## src/rtl/datapath_seq_pkg.sv

```systemverilog
`default_nettype none
// +----------------------------------------------------------------------+
// | Module      : datapath_seq_pkg                                        |
// | Description : Shared types and codes for the self-sequencing          |
// |               datapath: FSM state enum, ALU-op / shift / write-back   |
// |               source codes and status bit positions.                  |
// | Config      : DATAPATH_SEQ_FAST_EN (the RDB state is unused when set) |
// | Revision    : 1.0 - initial release                                   |
// +----------------------------------------------------------------------+
package datapath_seq_pkg;

  typedef enum logic [2:0] {
    ST_IDLE = 3'd0,
    ST_RDA  = 3'd1,
    ST_RDB  = 3'd2,
    ST_EX   = 3'd3,
    ST_WB   = 3'd4
  } state_e;

  localparam logic [1:0] c_alu_add  = 2'b00;
  localparam logic [1:0] c_alu_sub  = 2'b01;
  localparam logic [1:0] c_alu_and  = 2'b10;
  localparam logic [1:0] c_alu_notb = 2'b11;

  localparam logic [1:0] c_sh_none = 2'b00;
  localparam logic [1:0] c_sh_lsl  = 2'b01;
  localparam logic [1:0] c_sh_lsr  = 2'b10;
  localparam logic [1:0] c_sh_asr  = 2'b11;

  localparam logic [1:0] c_vsel_mdata = 2'b00;
  localparam logic [1:0] c_vsel_imm8  = 2'b01;
  localparam logic [1:0] c_vsel_pc    = 2'b10;
  localparam logic [1:0] c_vsel_c     = 2'b11;

  localparam int c_stat_z = 0;
  localparam int c_stat_n = 1;
  localparam int c_stat_v = 2;

endpackage
`default_nettype wire

```

## src/rtl/datapath_seq_if.sv

```systemverilog
`default_nettype none
// +----------------------------------------------------------------------+
// | Module      : datapath_seq_if                                         |
// | Description : Request/response bundle between controller (master)    |
// |               and datapath_seq (slave).                               |
// | Ports       : req_valid/req_ready handshake, req_* operation fields,  |
// |               mdata/sximm8/sximm5/pc operands, done pulse, c, status. |
// | Revision    : 1.0 - initial release                                   |
// +----------------------------------------------------------------------+
interface datapath_seq_if #(
  parameter int W    = 16,
  parameter int NREG = 8,
  parameter int PCW  = 9
);
  localparam int RW = $clog2(NREG);

  logic          req_valid;
  logic          req_ready;
  logic [RW-1:0] req_rd;
  logic [RW-1:0] req_rn;
  logic [RW-1:0] req_rm;
  logic [1:0]    req_aluop;
  logic [1:0]    req_shift;
  logic          req_asel;
  logic          req_bsel;
  logic [1:0]    req_vsel;
  logic          req_wb;
  logic          req_loads;
  logic [W-1:0]  mdata;
  logic [W-1:0]  sximm8;
  logic [W-1:0]  sximm5;
  logic [PCW-1:0] pc;
  logic          done;
  logic [W-1:0]  c;
  logic [2:0]    status;

  modport master (
    output req_valid, req_rd, req_rn, req_rm, req_aluop, req_shift,
           req_asel, req_bsel, req_vsel, req_wb, req_loads,
           mdata, sximm8, sximm5, pc,
    input  req_ready, done, c, status
  );

  modport slave (
    input  req_valid, req_rd, req_rn, req_rm, req_aluop, req_shift,
           req_asel, req_bsel, req_vsel, req_wb, req_loads,
           mdata, sximm8, sximm5, pc,
    output req_ready, done, c, status
  );

endinterface
`default_nettype wire

```

## src/rtl/datapath_seq_regfile_p.sv

```systemverilog
`default_nettype none
// +----------------------------------------------------------------------+
// | Module      : regfile_p                                               |
// | Description : NREG x W register file, synchronous write, combinational|
// |               read. Synchronous reset clears every entry.            |
// | Ports       : clk, reset, we/waddr/wdata (write port),                |
// |               raddr0/rdata0 (read port 0),                           |
// |               raddr1/rdata1 (read port 1, only with                  |
// |               DATAPATH_SEQ_FAST_EN defined)                           |
// | Revision    : 1.0 - initial release                                   |
// +----------------------------------------------------------------------+
module regfile_p #(
  parameter int W    = 16,
  parameter int NREG = 8
) (
  input  logic                     clk,
  input  logic                     reset,
  input  logic                     we,
  input  logic [$clog2(NREG)-1:0]  waddr,
  input  logic [W-1:0]             wdata,
  input  logic [$clog2(NREG)-1:0]  raddr0,
`ifdef DATAPATH_SEQ_FAST_EN
  input  logic [$clog2(NREG)-1:0]  raddr1,
  output logic [W-1:0]             rdata1,
`endif
  output logic [W-1:0]             rdata0
);

  logic [W-1:0] r_mem [NREG];

  always_ff @(posedge clk) begin
    if (reset) begin
      for (int i = 0; i < NREG; i++) begin
        r_mem[i] <= '0;
      end
    end else if (we) begin
      r_mem[waddr] <= wdata;
    end
  end

  assign rdata0 = r_mem[raddr0];

`ifdef DATAPATH_SEQ_FAST_EN
  assign rdata1 = r_mem[raddr1];
`endif

endmodule
`default_nettype wire

```

## src/rtl/datapath_seq.sv

```systemverilog
`default_nettype none
// +----------------------------------------------------------------------+
// | Module      : datapath_seq                                            |
// | Description : Self-sequencing datapath. Accepts one operation per     |
// |               valid/ready handshake, then runs read-A, read-B,        |
// |               execute and write-back on its own, pulsing done in WB.  |
// | Ports       : clk, reset (sync, active high), bus (datapath_seq_if    |
// |               slave: request fields, operands, ready, done, c,       |
// |               status[0]=Z [1]=N [2]=V)                                |
// | Config      : DATAPATH_SEQ_FAST_EN - dual-read register file, A and B |
// |               loaded together in RDA, RDB skipped.                    |
// | Revision    : 1.0 - initial release                                   |
// +----------------------------------------------------------------------+
module datapath_seq
  import datapath_seq_pkg::*;
#(
  parameter int W    = 16,
  parameter int NREG = 8,
  parameter int PCW  = 9
) (
  input  logic         clk,
  input  logic         reset,
  datapath_seq_if.slave bus
);

  localparam int RW = $clog2(NREG);

  state_e r_state;
  state_e w_state_next;

  // Captured request; the bus is ignored outside IDLE.
  logic [RW-1:0]  r_rd, r_rn, r_rm;
  logic [1:0]     r_aluop, r_shift, r_vsel;
  logic           r_asel, r_bsel, r_wb, r_loads;
  logic [W-1:0]   r_mdata, r_sximm8, r_sximm5;
  logic [PCW-1:0] r_pc;

  logic [W-1:0]   r_a, r_b, r_c;
  logic [2:0]     r_status;

  logic           w_ready, w_done, w_load_a, w_load_b, w_exec, w_write;
  logic           w_accept;
  logic [RW-1:0]  w_raddr0;
  logic [W-1:0]   w_rdata0;
  logic [W-1:0]   w_b_loaded;
  logic [W-1:0]   w_bsh, w_ain, w_bin, w_alu, w_wdata;
  logic           w_ovf;
  logic [2:0]     w_status_next;

  // ---------------- FSM: state register ----------------
  always_ff @(posedge clk) begin
    if (reset) begin
      r_state <= ST_IDLE;
    end else begin
      r_state <= w_state_next;
    end
  end

  // ---------------- FSM: next state ----------------
  always_comb begin
    w_state_next = r_state;
    case (r_state)
      ST_IDLE: if (bus.req_valid) w_state_next = ST_RDA;
`ifdef DATAPATH_SEQ_FAST_EN
      ST_RDA:  w_state_next = ST_EX;
`else
      ST_RDA:  w_state_next = ST_RDB;
`endif
      ST_RDB:  w_state_next = ST_EX;
      ST_EX:   w_state_next = ST_WB;
      ST_WB:   w_state_next = ST_IDLE;
      default: w_state_next = ST_IDLE;
    endcase
  end

  // ---------------- FSM: outputs ----------------
  always_comb begin
    w_ready  = 1'b0;
    w_done   = 1'b0;
    w_load_a = 1'b0;
    w_load_b = 1'b0;
    w_exec   = 1'b0;
    w_write  = 1'b0;
    case (r_state)
      ST_IDLE: w_ready = 1'b1;
      ST_RDA: begin
        w_load_a = 1'b1;
`ifdef DATAPATH_SEQ_FAST_EN
        w_load_b = 1'b1;
`endif
      end
      ST_RDB:  w_load_b = 1'b1;
      ST_EX:   w_exec   = 1'b1;
      ST_WB: begin
        w_done  = 1'b1;
        w_write = r_wb;
      end
      default: ;
    endcase
  end

  assign w_accept = w_ready & bus.req_valid;

  // ---------------- register file ----------------
`ifdef DATAPATH_SEQ_FAST_EN
  logic [W-1:0] w_rdata1;
  assign w_raddr0   = r_rn;
  assign w_b_loaded = w_rdata1;

  regfile_p #(.W(W), .NREG(NREG)) u_regfile (
    .clk    (clk),
    .reset  (reset),
    .we     (w_write),
    .waddr  (r_rd),
    .wdata  (w_wdata),
    .raddr0 (w_raddr0),
    .raddr1 (r_rm),
    .rdata1 (w_rdata1),
    .rdata0 (w_rdata0)
  );
`else
  // Single read port: the address follows whichever operand is being loaded.
  assign w_raddr0   = w_load_b ? r_rm : r_rn;
  assign w_b_loaded = w_rdata0;

  regfile_p #(.W(W), .NREG(NREG)) u_regfile (
    .clk    (clk),
    .reset  (reset),
    .we     (w_write),
    .waddr  (r_rd),
    .wdata  (w_wdata),
    .raddr0 (w_raddr0),
    .rdata0 (w_rdata0)
  );
`endif

  // ---------------- shifter / ALU / status ----------------
  always_comb begin
    case (r_shift)
      c_sh_lsl: w_bsh = {r_b[W-2:0], 1'b0};
      c_sh_lsr: w_bsh = {1'b0, r_b[W-1:1]};
      c_sh_asr: w_bsh = {r_b[W-1], r_b[W-1:1]};
      default:  w_bsh = r_b;
    endcase
  end

  assign w_ain = r_asel ? '0 : r_a;
  assign w_bin = r_bsel ? r_sximm5 : w_bsh;

  always_comb begin
    w_ovf = 1'b0;
    case (r_aluop)
      c_alu_add: begin
        w_alu = w_ain + w_bin;
        w_ovf = (w_ain[W-1] == w_bin[W-1]) && (w_alu[W-1] != w_ain[W-1]);
      end
      c_alu_sub: begin
        w_alu = w_ain - w_bin;
        w_ovf = (w_ain[W-1] != w_bin[W-1]) && (w_alu[W-1] != w_ain[W-1]);
      end
      c_alu_and: w_alu = w_ain & w_bin;
      default:   w_alu = ~w_bin;
    endcase
  end

  always_comb begin
    w_status_next           = '0;
    w_status_next[c_stat_z] = (w_alu == '0);
    w_status_next[c_stat_n] = w_alu[W-1];
    w_status_next[c_stat_v] = w_ovf;
  end

  // ---------------- write-back mux ----------------
  always_comb begin
    case (r_vsel)
      c_vsel_mdata: w_wdata = r_mdata;
      c_vsel_imm8:  w_wdata = r_sximm8;
      c_vsel_pc:    w_wdata = W'(r_pc);
      default:      w_wdata = r_c;
    endcase
  end

  // ---------------- datapath registers ----------------
  always_ff @(posedge clk) begin
    if (reset) begin
      r_rd     <= '0;
      r_rn     <= '0;
      r_rm     <= '0;
      r_aluop  <= '0;
      r_shift  <= '0;
      r_vsel   <= '0;
      r_asel   <= 1'b0;
      r_bsel   <= 1'b0;
      r_wb     <= 1'b0;
      r_loads  <= 1'b0;
      r_mdata  <= '0;
      r_sximm8 <= '0;
      r_sximm5 <= '0;
      r_pc     <= '0;
      r_a      <= '0;
      r_b      <= '0;
      r_c      <= '0;
      r_status <= '0;
    end else begin
      if (w_accept) begin
        r_rd     <= bus.req_rd;
        r_rn     <= bus.req_rn;
        r_rm     <= bus.req_rm;
        r_aluop  <= bus.req_aluop;
        r_shift  <= bus.req_shift;
        r_vsel   <= bus.req_vsel;
        r_asel   <= bus.req_asel;
        r_bsel   <= bus.req_bsel;
        r_wb     <= bus.req_wb;
        r_loads  <= bus.req_loads;
        r_mdata  <= bus.mdata;
        r_sximm8 <= bus.sximm8;
        r_sximm5 <= bus.sximm5;
        r_pc     <= bus.pc;
      end
      if (w_load_a) r_a <= w_rdata0;
      if (w_load_b) r_b <= w_b_loaded;
      if (w_exec) begin
        r_c <= w_alu;
        if (r_loads) r_status <= w_status_next;
      end
    end
  end

  assign bus.req_ready = w_ready;
  assign bus.done      = w_done;
  assign bus.c         = r_c;
  assign bus.status    = r_status;

endmodule
`default_nettype wire

```

## src/flat_wrapper.sv

```systemverilog
// flat-port wrapper written by rule: the top's interface ports become plain ports
module datapath_seq_flat import datapath_seq_pkg::*;
#(
  parameter int W    = 16,
  parameter int NREG = 8,
  parameter int PCW  = 9
)
  (clk, reset, bus_req_valid, bus_req_rd, bus_req_rn, bus_req_rm, bus_req_aluop, bus_req_shift, bus_req_asel, bus_req_bsel, bus_req_vsel, bus_req_wb, bus_req_loads, bus_mdata, bus_sximm8, bus_sximm5, bus_pc, bus_req_ready, bus_done, bus_c, bus_status);
  datapath_seq_if #(.W(W), .NREG(NREG), .PCW(PCW)) bus_i ();
  input  logic clk;
  input  logic reset;
  input wire logic [$bits(bus_i.req_valid)-1:0] bus_req_valid;
  input wire logic [$bits(bus_i.req_rd)-1:0] bus_req_rd;
  input wire logic [$bits(bus_i.req_rn)-1:0] bus_req_rn;
  input wire logic [$bits(bus_i.req_rm)-1:0] bus_req_rm;
  input wire logic [$bits(bus_i.req_aluop)-1:0] bus_req_aluop;
  input wire logic [$bits(bus_i.req_shift)-1:0] bus_req_shift;
  input wire logic [$bits(bus_i.req_asel)-1:0] bus_req_asel;
  input wire logic [$bits(bus_i.req_bsel)-1:0] bus_req_bsel;
  input wire logic [$bits(bus_i.req_vsel)-1:0] bus_req_vsel;
  input wire logic [$bits(bus_i.req_wb)-1:0] bus_req_wb;
  input wire logic [$bits(bus_i.req_loads)-1:0] bus_req_loads;
  input wire logic [$bits(bus_i.mdata)-1:0] bus_mdata;
  input wire logic [$bits(bus_i.sximm8)-1:0] bus_sximm8;
  input wire logic [$bits(bus_i.sximm5)-1:0] bus_sximm5;
  input wire logic [$bits(bus_i.pc)-1:0] bus_pc;
  output wire logic [$bits(bus_i.req_ready)-1:0] bus_req_ready;
  output wire logic [$bits(bus_i.done)-1:0] bus_done;
  output wire logic [$bits(bus_i.c)-1:0] bus_c;
  output wire logic [$bits(bus_i.status)-1:0] bus_status;
  assign bus_i.req_valid = bus_req_valid;
  assign bus_i.req_rd = bus_req_rd;
  assign bus_i.req_rn = bus_req_rn;
  assign bus_i.req_rm = bus_req_rm;
  assign bus_i.req_aluop = bus_req_aluop;
  assign bus_i.req_shift = bus_req_shift;
  assign bus_i.req_asel = bus_req_asel;
  assign bus_i.req_bsel = bus_req_bsel;
  assign bus_i.req_vsel = bus_req_vsel;
  assign bus_i.req_wb = bus_req_wb;
  assign bus_i.req_loads = bus_req_loads;
  assign bus_i.mdata = bus_mdata;
  assign bus_i.sximm8 = bus_sximm8;
  assign bus_i.sximm5 = bus_sximm5;
  assign bus_i.pc = bus_pc;
  assign bus_req_ready = bus_i.req_ready;
  assign bus_done = bus_i.done;
  assign bus_c = bus_i.c;
  assign bus_status = bus_i.status;
  datapath_seq #(.W(W), .NREG(NREG), .PCW(PCW)) u_core (.clk(clk), .reset(reset), .bus(bus_i));
endmodule
```

## config.mk

```make
export PLATFORM = sky130hd
export DESIGN_NAME = datapath_seq_flat
export DESIGN_NICKNAME = d
export VERILOG_FILES = /design/src/rtl/datapath_seq_pkg.sv /design/src/rtl/datapath_seq_if.sv /design/src/rtl/datapath_seq_regfile_p.sv /design/src/rtl/datapath_seq.sv /design/src/flat_wrapper.sv
export SDC_FILE = /design/constraint.sdc
export NUM_CORES = 1
export LEC_CHECK = 0
export CORE_MARGIN = 2
export CORE_UTILIZATION = 35
export CTS_CLUSTER_DIAMETER = 200
export DETAILED_ROUTE_END_ITERATION = 8
export PLACE_DENSITY = 0.52
export SYNTH_ARGS = -nofsm -noshare
export SYNTH_HDL_FRONTEND = slang
export SYNTH_SLANG_ARGS = --single-unit
```

## constraint.sdc

```tcl
create_clock -name clk -period 7.8 [get_ports clk]
set_clock_uncertainty 0.1 [all_clocks]
set_input_delay 0.78 -clock clk [delete_from_list [all_inputs] [get_ports clk]]
set_output_delay 0.78 -clock clk [all_outputs]
set_load 0.01 [all_outputs]
```

* Word-level counts from Yosys, hierarchy flattened *
Memory sizes are Yosys's and may differ from the RTL's.
Cells that the tools add are included.

operators by class
  add/subtract/negate cells = 2
  eq/ne operators = 16
  mux-type cells = 23
  bitwise operators = 3
  reduce and logical (&&, ||, !) cells = 8

operators with widths
  operator                                             count
  one-hot mux 16 bit (3 select lines)                  3
  two-way mux 16 bit                                   3
  adder 16 bit                                         1
  bitwise AND 16 bit                                   1
  logical NOT 16 bit                                   1
  inverter 16 bit                                      1
  OR reduction 16 bit                                  1
  subtractor 16 bit                                    1
  two-way mux 1 bit                                    12
  one-hot mux 3 bit (4 select lines)                   1
  two-way mux 3 bit                                    3
  equality test 2 bit, second input constant           4
  equality test 2 x 1 -> 1 bit, second input constant  3
  equality test 3 x 2 -> 1 bit, second input constant  2
  logical NOT 2 bit                                    2
  equality test 3 x 1 -> 1 bit, second input constant  1
  equality test 3 bit, second input constant           1
  logical NOT 3 bit                                    1
  != test 1 bit                                        3
  logical AND 1 bit                                    2
  != test 2 bit, second input constant                 1
  one-hot mux 1 bit (2 select lines)                   1
  AND reduction 2 bit                                  1
  bitwise AND 1 bit                                    1
  equality test 1 bit                                  1

storage, ports and cells
  bits in registers = 130
  memory bits (writable) = 128
  input port bits = 79
  output and inout bits = 21
  word-level logic and storage cells = 72
  memories kept = 1

memory list
  name                    depth  bits a word  read ports  clocked after Yosys merged registers in  wr ports  RTL line                      RTL
  u_core.u_regfile.r_mem  8      16           1           0                                        8         datapath_seq_regfile_p.sv:29  logic [W-1:0] r_mem [NREG];

* Logic depth before layout (Yosys ltp) *
Gate-level depths: netlist of the first run.

  depth in word-level cells = 7
  gate-level depth with buffers = 19
  depth with buffers taken out = 16

* Cells and area by module *
A second synthesis of the first run with hierarchy kept.

unflattened totals
  cell total of the unflattened synthesis = 1,376
  area, all modules = 13,439.1 sq um

modules (own cells, without submodules)
  module        instances  cells an instance  area each (sq um)
  datapath_seq  1          1,003              7,573.5
  regfile_p     1          373                5,865.6

* Least setup slack after synthesis of the first run *
No wires, ideal clock.

  path type = reg2reg
  start = reg u_core.r_shift[0]
  end = reg u_core.r_status[0], in the netlist u_core.bus.status[0]
  data arrival time = 3.499 ns
  required time = 7.631 ns
  setup slack = 4.132 ns
  stages on the path, launching flop included = 16
  buffers on the path = 1
  clock period less this slack = 3.668 ns
  path through = dfxtp_1 > buf_6 > or3b_1 > a31oi_2 > ha_1 > inv_1 > fa_1 > nor2b_1 > o311a_1 > o211a_1 > a2111o_1 > a31oi_1 > o21ai_1 > a221oi_1 > nand4_1 > o21ai_1

on the way
  longest elaborated chain between the ends = 6
  elaborated cells on any way between the ends = 11
  those cells by class = add/sub (2); eq/ne (3); mux (3); bitwise (2); reduce/logical (1)

RTL lines
  element                                                              RTL line             RTL
  start, declared                                                      datapath_seq.sv:33   logic [1:0] r_aluop, r_shift, r_vsel;
  start signal, assigned                                               datapath_seq.sv:210  r_shift <= bus.req_shift;
  equality test 2 bit or equality test 2 x 1 -> 1 bit (tied branches)  datapath_seq.sv:139  case (r_shift)
  one-hot mux 16 bit (3 select lines) (*)                              datapath_seq.sv:139
  two-way mux 16 bit (*)                                               datapath_seq.sv:148  assign w_bin = r_bsel ? r_sximm5 : w_bsh;
  subtractor 16 bit, or another cell as far along                      datapath_seq.sv:158  w_alu = w_ain - w_bin;
  one-hot mux 16 bit (3 select lines) (*)                              datapath_seq.sv:152  case (r_aluop)
  logical NOT 16 bit (*)                                               datapath_seq.sv:168  w_status_next[c_stat_z] = (w_alu == '0);
  end signal, assigned                                                 datapath_seq.sv:225  if (r_loads) r_status <= w_status_next;
  end, declared                                                        datapath_seq.sv:39   logic [2:0] r_status;

Every way passes the cells marked *; elsewhere a longest branch is shown, timed or not.
A chain may end at the register's enable or synchronous reset.

* Worst setup path after layout of the first run *
  start = reg u_core.r_shift[0]
  end = reg u_core.r_status[1], in the netlist u_core.bus.status[1]

on the way
  longest elaborated chain between the ends = 5
  elaborated cells on any way between the ends = 10
  those cells by class = add/sub (2); eq/ne (3); mux (3); bitwise (2)

RTL lines
  element                                                              RTL line
  equality test 2 bit or equality test 2 x 1 -> 1 bit (tied branches)  datapath_seq.sv:139
  one-hot mux 16 bit (3 select lines) (*)                              datapath_seq.sv:139
  two-way mux 16 bit (*)                                               datapath_seq.sv:148
  subtractor 16 bit, or another cell as far along                      datapath_seq.sv:158
  one-hot mux 16 bit (3 select lines) (*)                              datapath_seq.sv:152

Marks and branches as above.

==> flow_summary.yaml, run 1 <==
detailed_routing:
  routed_wl_mm: 39.2
  dr.first_iter.drc_count: 643
  ant_nets: 0
  via_per_inst: 5.30
  route.vias.total: 9941
  dr.pass1.iters: 5
  wl_per_cell_um: 20.9
  drc: 0
hold_path:
  holdPathStages: 2
  hold_path_class: "register to register"
  min_to: "u_core.r_sximm8[3]"
  hold_start: "u_core.r_sximm8[3]"
synth:
  synth_top_family_by_area: "simple AND/OR/NAND/NOR gates"
  synth_adder_area_share_pct: 3.41
  synth_largest_area_cell: "edfxtp_1"
  synth.yosys.seq_area_share_pct: 50.0
  synth_edf_count: 128
  netlist_area_um2: 12900
  netlist_top_cells_count: "nand2_1 (218), nor2_1 (214), dfxtp_1 (130)"
  ys.warnings.count: 0
  synthCells: 1333
  synth_cell_type_count: 68
  synth_seq_cells: 258
  muxShareOfSynthArea_pct: 11.2
  synth_compound_area_share_pct: 13.1
  synth.top_cell.area_share_pct: 29.8
  synth_flop_cell: "dfxtp_1"
  synth.most_common_cell: "nand2_1"
  syn_nets: 1446
  synth.avg_cell_area_um2: 9.68
  synth_xor_area_share_pct: 0.951
  synthTopCellsByArea: "edfxtp_1 (30%), dfxtp_1 (20%), nand2_1 (6.3%)"
  synthSimpleGateAreaFrac_pct: 17.4
  async_reset_ff_share_pct: 0
clock_tree:
  numClockSinks: 258
  cts_hold_buf: 0
  cts-root-buf: "clkbuf_16"
  clockBufferDepth: 3
  insertion_delay_ns: 0.59
  numCtsBuffers: 28
  clkTransAtPathRegs_ns: 0.06
  htree_levels: 1
  tritoncts: "yes"
  ctsResizeCount: 0
  postCtsSetupBuffers: 0
placement:
  gp_congestion: 0.870
  hpwlAfterDp_mm: 26.9
  place_inst: 1825
  io_buffers: 99
timing:
  tightest_slew_ns: 1.14
  drv_slew: 0
  setup_viol: 0
  tns_ns: 0
  slew-limit-headroom_pct: 23.7
  min_period_over_period_pct: 60.8
  max_freq_mhz: 211
  grt_setup_unrepaired: "false"
  fin_crit_ns: 4.74
  hold_viol: 0
setup_path:
  cp.arrival_ns: 5.12
  crit-reg2reg-launch: "u_core.r_shift[0]"
  path_class: "register to register"
  cp.required_ns: 8.18
  cp_max_fo: 18
  rr_worst_depth: 13
  start_kind: "register"
  worstSetupStartpoint: "u_core.r_shift[0]"
  end_kind: "register"
  reg2reg_slack_ns: 3.06
  rr_endpoint: "u_core.bus.status[1]"
status:
  status: "completed"
global_route:
  grt_max_degree: 61
  antenna_found_initial: 0
  grt.overflow.total: 0
  globalRouteMet3Util_pct: 2.65
  grt_pass1_wl_mm: 59.7
  first_global_vias: 9860
  use_met2_pct: 34.1
  busiest_layer: "met2"
  gr-usage-all-layers_pct: 20.4
  met1_usage_pct: 28.2
pwr:
  switching_share_pct: 30.5
  p_comb_share_pct: 21.0
  p_leak_nw: 5.45
  p_switching_mw: 1.09
  p_per_area_nw_per_um2: 237
  ir_drop_mv: 0.176
  power_frac_clock_pct: 35.8
  p_int_mw: 2.50
  p_seq_share_pct: 43.3
  p_total_mw: 3.59
run:
  maxCapViolations: 0
floorplanning:
  die_area_um2: 38400
  start_util_pct: 35.4
  die_y_um: 196
  die_w_um: 196
  ios: 100
  core_um2: 36400
  core.rowCount: 70
cells_and_area:
  drive_gt1_share_pct: 8.53
  fin_nets: 1500
  fill_cells: 3627
  fin_cells: 1875
  fin_util_pct: 41.5
  area_growth_pct: 17.4
  antenna_cells: 0
cell type report:
cell class / count / area [µm²] / area share [%]
Multi-Input combinational cell: 952 / 6000 / 39.6
Clock inverter: 18 / 149 / 0.984
Sequential cell: 258 / 6450 / 42.6
Inverter: 31 / 116 / 0.769
Timing Repair Buffer: 116 / 1120 / 7.37
Tap cell: 468 / 586 / 3.87
Clock buffer: 32 / 726 / 4.79
logic make-up (layout without fill, tap and decap cells):
kind of cell    after synthesis  in the layout
simple gates                532            532
xor+xnor                     14             14
flops                       258            258
buf+inv                     123            197
fa+ha+maj                    34             34
compound gates              269            269
mux                         103            103
critical path, stage by stage (launching register included):
cell and delay (ns):
dfxtp_1 0.91, mux2_2 0.41, o221ai_1 0.56, inv_1 0.10
ha_1 0.35, nor2_1 0.06, o311ai_0 0.45, a31oi_1 0.36
a31oi_1 0.26, o2bb2ai_1 0.20, mux2i_1 0.12, nor4_1 0.48
nand3_1 0.14, a21oi_1 0.14
per-layer routing:
metal  wire length [µm]  share of wire, %  vias up
met2              18800                48      182
met1              17800                46     4866
met4                895               2.3        0
met5                  0                 0        -
li1                   -                 -     4835
met3               1600               4.1       58
flip-flops by register name, indices dropped and copies added, names as in the netlist, 3 cells and up:
| register | flops |
|---|---|
| u_core.r_mdata | 16 |
| u_core.r_rm | 3 |
| u_core.r_a | 16 |
| u_core.r_state | 3 |
| u_core.u_regfile.r_mem | 128 |
| u_core.r_sximm5 | 16 |
| u_core.bus.c | 16 |
| u_core.r_rd | 3 |
| u_core.bus.status | 3 |
| u_core.r_b | 16 |
| u_core.r_sximm8 | 16 |
| u_core.r_pc | 9 |
| u_core.r_rn | 3 |
metrics by stage:
stage                     instance area (µm²)  hold slack (ns)  setup slack (ns)
after floorplan                         12900            0.331              4.13
after global placement                  14300            0.341              3.16
after detailed placement                14300            0.346              3.12
after CTS                               15100            0.354              3.09
after global routing                    15100            0.368              2.69
final                                   15100            0.352              3.06
power by group through the flow:
stage,logic (mW),clock network (mW),registers (mW)
after global routing,0.827,1.37,1.56
after CTS,0.753,1.31,1.55
after floorplan,0.528,0,1.55
after detailed placement,0.749,0,1.58
after global placement,0.749,0,1.58
final,0.752,1.28,1.55
worst max path at each step:
stage / end / slack (ns) / cells past startpoint
floorplan: u_core.bus.status[0] / 4.13 / 15
global placement: u_core.bus.status[0] / 3.16 / 13
detailed placement: u_core.bus.status[1] / 3.12 / 13
finish: u_core.bus.status[1] / 3.06 / 13
global route: u_core.bus.status[1] / 2.69 / 13
CTS: u_core.bus.status[1] / 3.09 / 13
layout by cell type, fill, tap and decap left out, types with 29 or more instances in the layout:
master and n:
nand2_1 217, nor2_1 214, dfxtp_1 130, edfxtp_1 128, a21oi_1 112, clkdlybuf4s50_1 98, mux2i_1 53, a211oi_1 43
mux4_2 32, ha_1 32, inv_1 29
Note: power is estimated with default switching activity, not from simulation.
==> inputs of run 2 (changes only) <==
==> constraint.sdc (replaced) <==
create_clock -name clk -period 5 [get_ports clk]
set_clock_uncertainty 0.1 [all_clocks]
set_input_delay 0.5 -clock clk [delete_from_list [all_inputs] [get_ports clk]]
set_output_delay 0.5 -clock clk [all_outputs]
set_load 0.01 [all_outputs]
==> flow_summary.yaml, run 2 (synthesized netlist as in run 1, its figures left out) <==
status:
  status: "completed"
timing:
  max_freq_mhz: 224
  setup_viol: 0
  min_period_over_period_pct: 89.3
  tns_ns: 0
  hold_viol: 0
  slew-limit-headroom_pct: 28.6
  grt_setup_unrepaired: "false"
  drv_slew: 0
  fin_crit_ns: 4.47
  tightest_slew_ns: 1.07
cells_and_area:
  area_growth_pct: 19.2
  regMostFlops: "u_core.u_regfile.r_mem"
  layout_common_cells: "nand2_1 (217), nor2_1 (214), dfxtp_1 (130), edfxtp_1 (128), a21oi_1 (112)"
  antenna_cells: 0
  fin_nets: 1518
  layout_commonest_cell: "nand2_1"
  drive_gt1_share_pct: 9.95
  largest_reg_flops: 128
  fin_area_um2: 15400
pwr:
  ir_drop_mv: 0.253
  p_total_mw: 5.77
  p_per_area_nw_per_um2: 375
  p_leak_nw: 5.57
clock_tree:
  numClockSinks: 258
  numCtsBuffers: 28
  clockBufferDepth: 3
  insertion_delay_ns: 0.58
  clkTransAtPathRegs_ns: 0.06
  cts_hold_buf: 0
  tritoncts: "yes"
  htree_levels: 1
  cts-root-buf: "clkbuf_16"
  ctsResizeCount: 0
  postCtsSetupBuffers: 0
floorplanning:
  core.rowCount: 70
  start_util_pct: 35.4
  die_area_um2: 38400
  ios: 100
  core_um2: 36400
  die_y_um: 196
  die_w_um: 196
setup_path:
  cp.arrival_ns: 4.86
  critPathMostFrequentCell: "a31oi_1"
  end_kind: "register"
  reg2reg_slack_ns: 0.53
  cpPeakStageDelay_ns: 0.69
  cp.required_ns: 5.39
  path_class: "register to register"
  cp_max_fo: 12
  start_kind: "register"
  slowest_stage: "dfxtp_1"
  crit_chain: "mux2_2 -> o221ai_1 -> inv_1 -> ha_1 -> nor2_1 -> o311ai_0 -> a31oi_1 -> a31oi_1 -> o2bb2ai_1 -> mux2i_1 -> nor4_1 -> nand3_1 -> a21oi_1"
detailed_routing:
  ant_nets: 0
  wl_per_cell_um: 20.6
  route.vias.total: 10100
  dr.pass1.iters: 6
  via_per_inst: 5.33
  routed_wl_mm: 39.1
  drc: 0
  dr.first_iter.drc_count: 668
global_route:
  antenna_found_initial: 0
  grt_max_degree: 142
  first_global_vias: 9679
  grt.overflow.total: 0
  grt_pass1_wl_mm: 59.0
  gr-usage-all-layers_pct: 20.2
run:
  maxCapViolations: 0
placement:
  hpwlAfterDp_mm: 27.4
  dpl_cell_area_um2: 14400
  io_buffers: 99
  gp_congestion: 0.894
hold_path:
  hold_path_class: "register to register"
## run 2: changes by cell type in the layout (fill, tap and decap cells not counted), sizes merged
| cell | delta |
|---|---|
| inv | -2 |
| clkinv | -1 |
| buf | +18 |
| bufinv | +3 |
| clkinvlp | +3 |
| clkbuf | -1 |
## run 2: per-stage QoR
step	std cells	worst slack, ns	utilization [%]	hold WS [ns]
after global routing	1895	0.143	42.2	0.361
final	1895	0.534	42.2	0.351
after detailed placement	1843	0.575	39.6	0.343
after floorplan	1333	1.33	-	0.331
after global placement	1843	0.626	39.6	0.340
after CTS	1895	0.530	42.2	0.335
## run 2: report_power, final
part | leakage [nW] | total (mW) | internal [mW] | switching, mW
combinational | 2.73 | 1.19 | 0.468 | 0.722
sequential | 2.38 | 2.41 | 2.33 | 0.0795
clock | 0.457 | 2.17 | 1.25 | 0.919
## run 2: critical path: cells and delay by family, from the launching register on
kind                     cells  cell delay (ns)
AO/OA/AOI/OAI                6             1.94
flip-flops                   1             0.69
AND/OR/NAND/NOR              3             0.68
multiplexers                 2             0.52
buffers and inverters        1             0.10
adder cells (fa/ha/maj)      1             0.35
## run 2: final cells by class
class	count	area [µm²]
fillers	3645	21100
flip-flops and latches	258	6450
multi-input cells	952	6000
repair buffers	134	1260
clock buffers	31	712
well taps	468	586
clock inverters	21	249
inverters	31	116
## run 2: worst paths after layout
kind,startpoint,end,cells past startpoint
max,u_core.r_shift[0],u_core.bus.status[1],13
min,u_core.r_sximm8[3],u_core.r_sximm8[3],2
max reg2reg,u_core.r_shift[0],u_core.bus.status[1],13
min reg2reg,u_core.r_sximm8[3],u_core.r_sximm8[3],2
## run 2: metal layers
metal / track usage [%] / routed length [µm]
met5: 0 / 0
met4: 5.08 / 923
met3: 2.66 / 1560
met2: 33.7 / 18800
met1: 27.9 / 17800
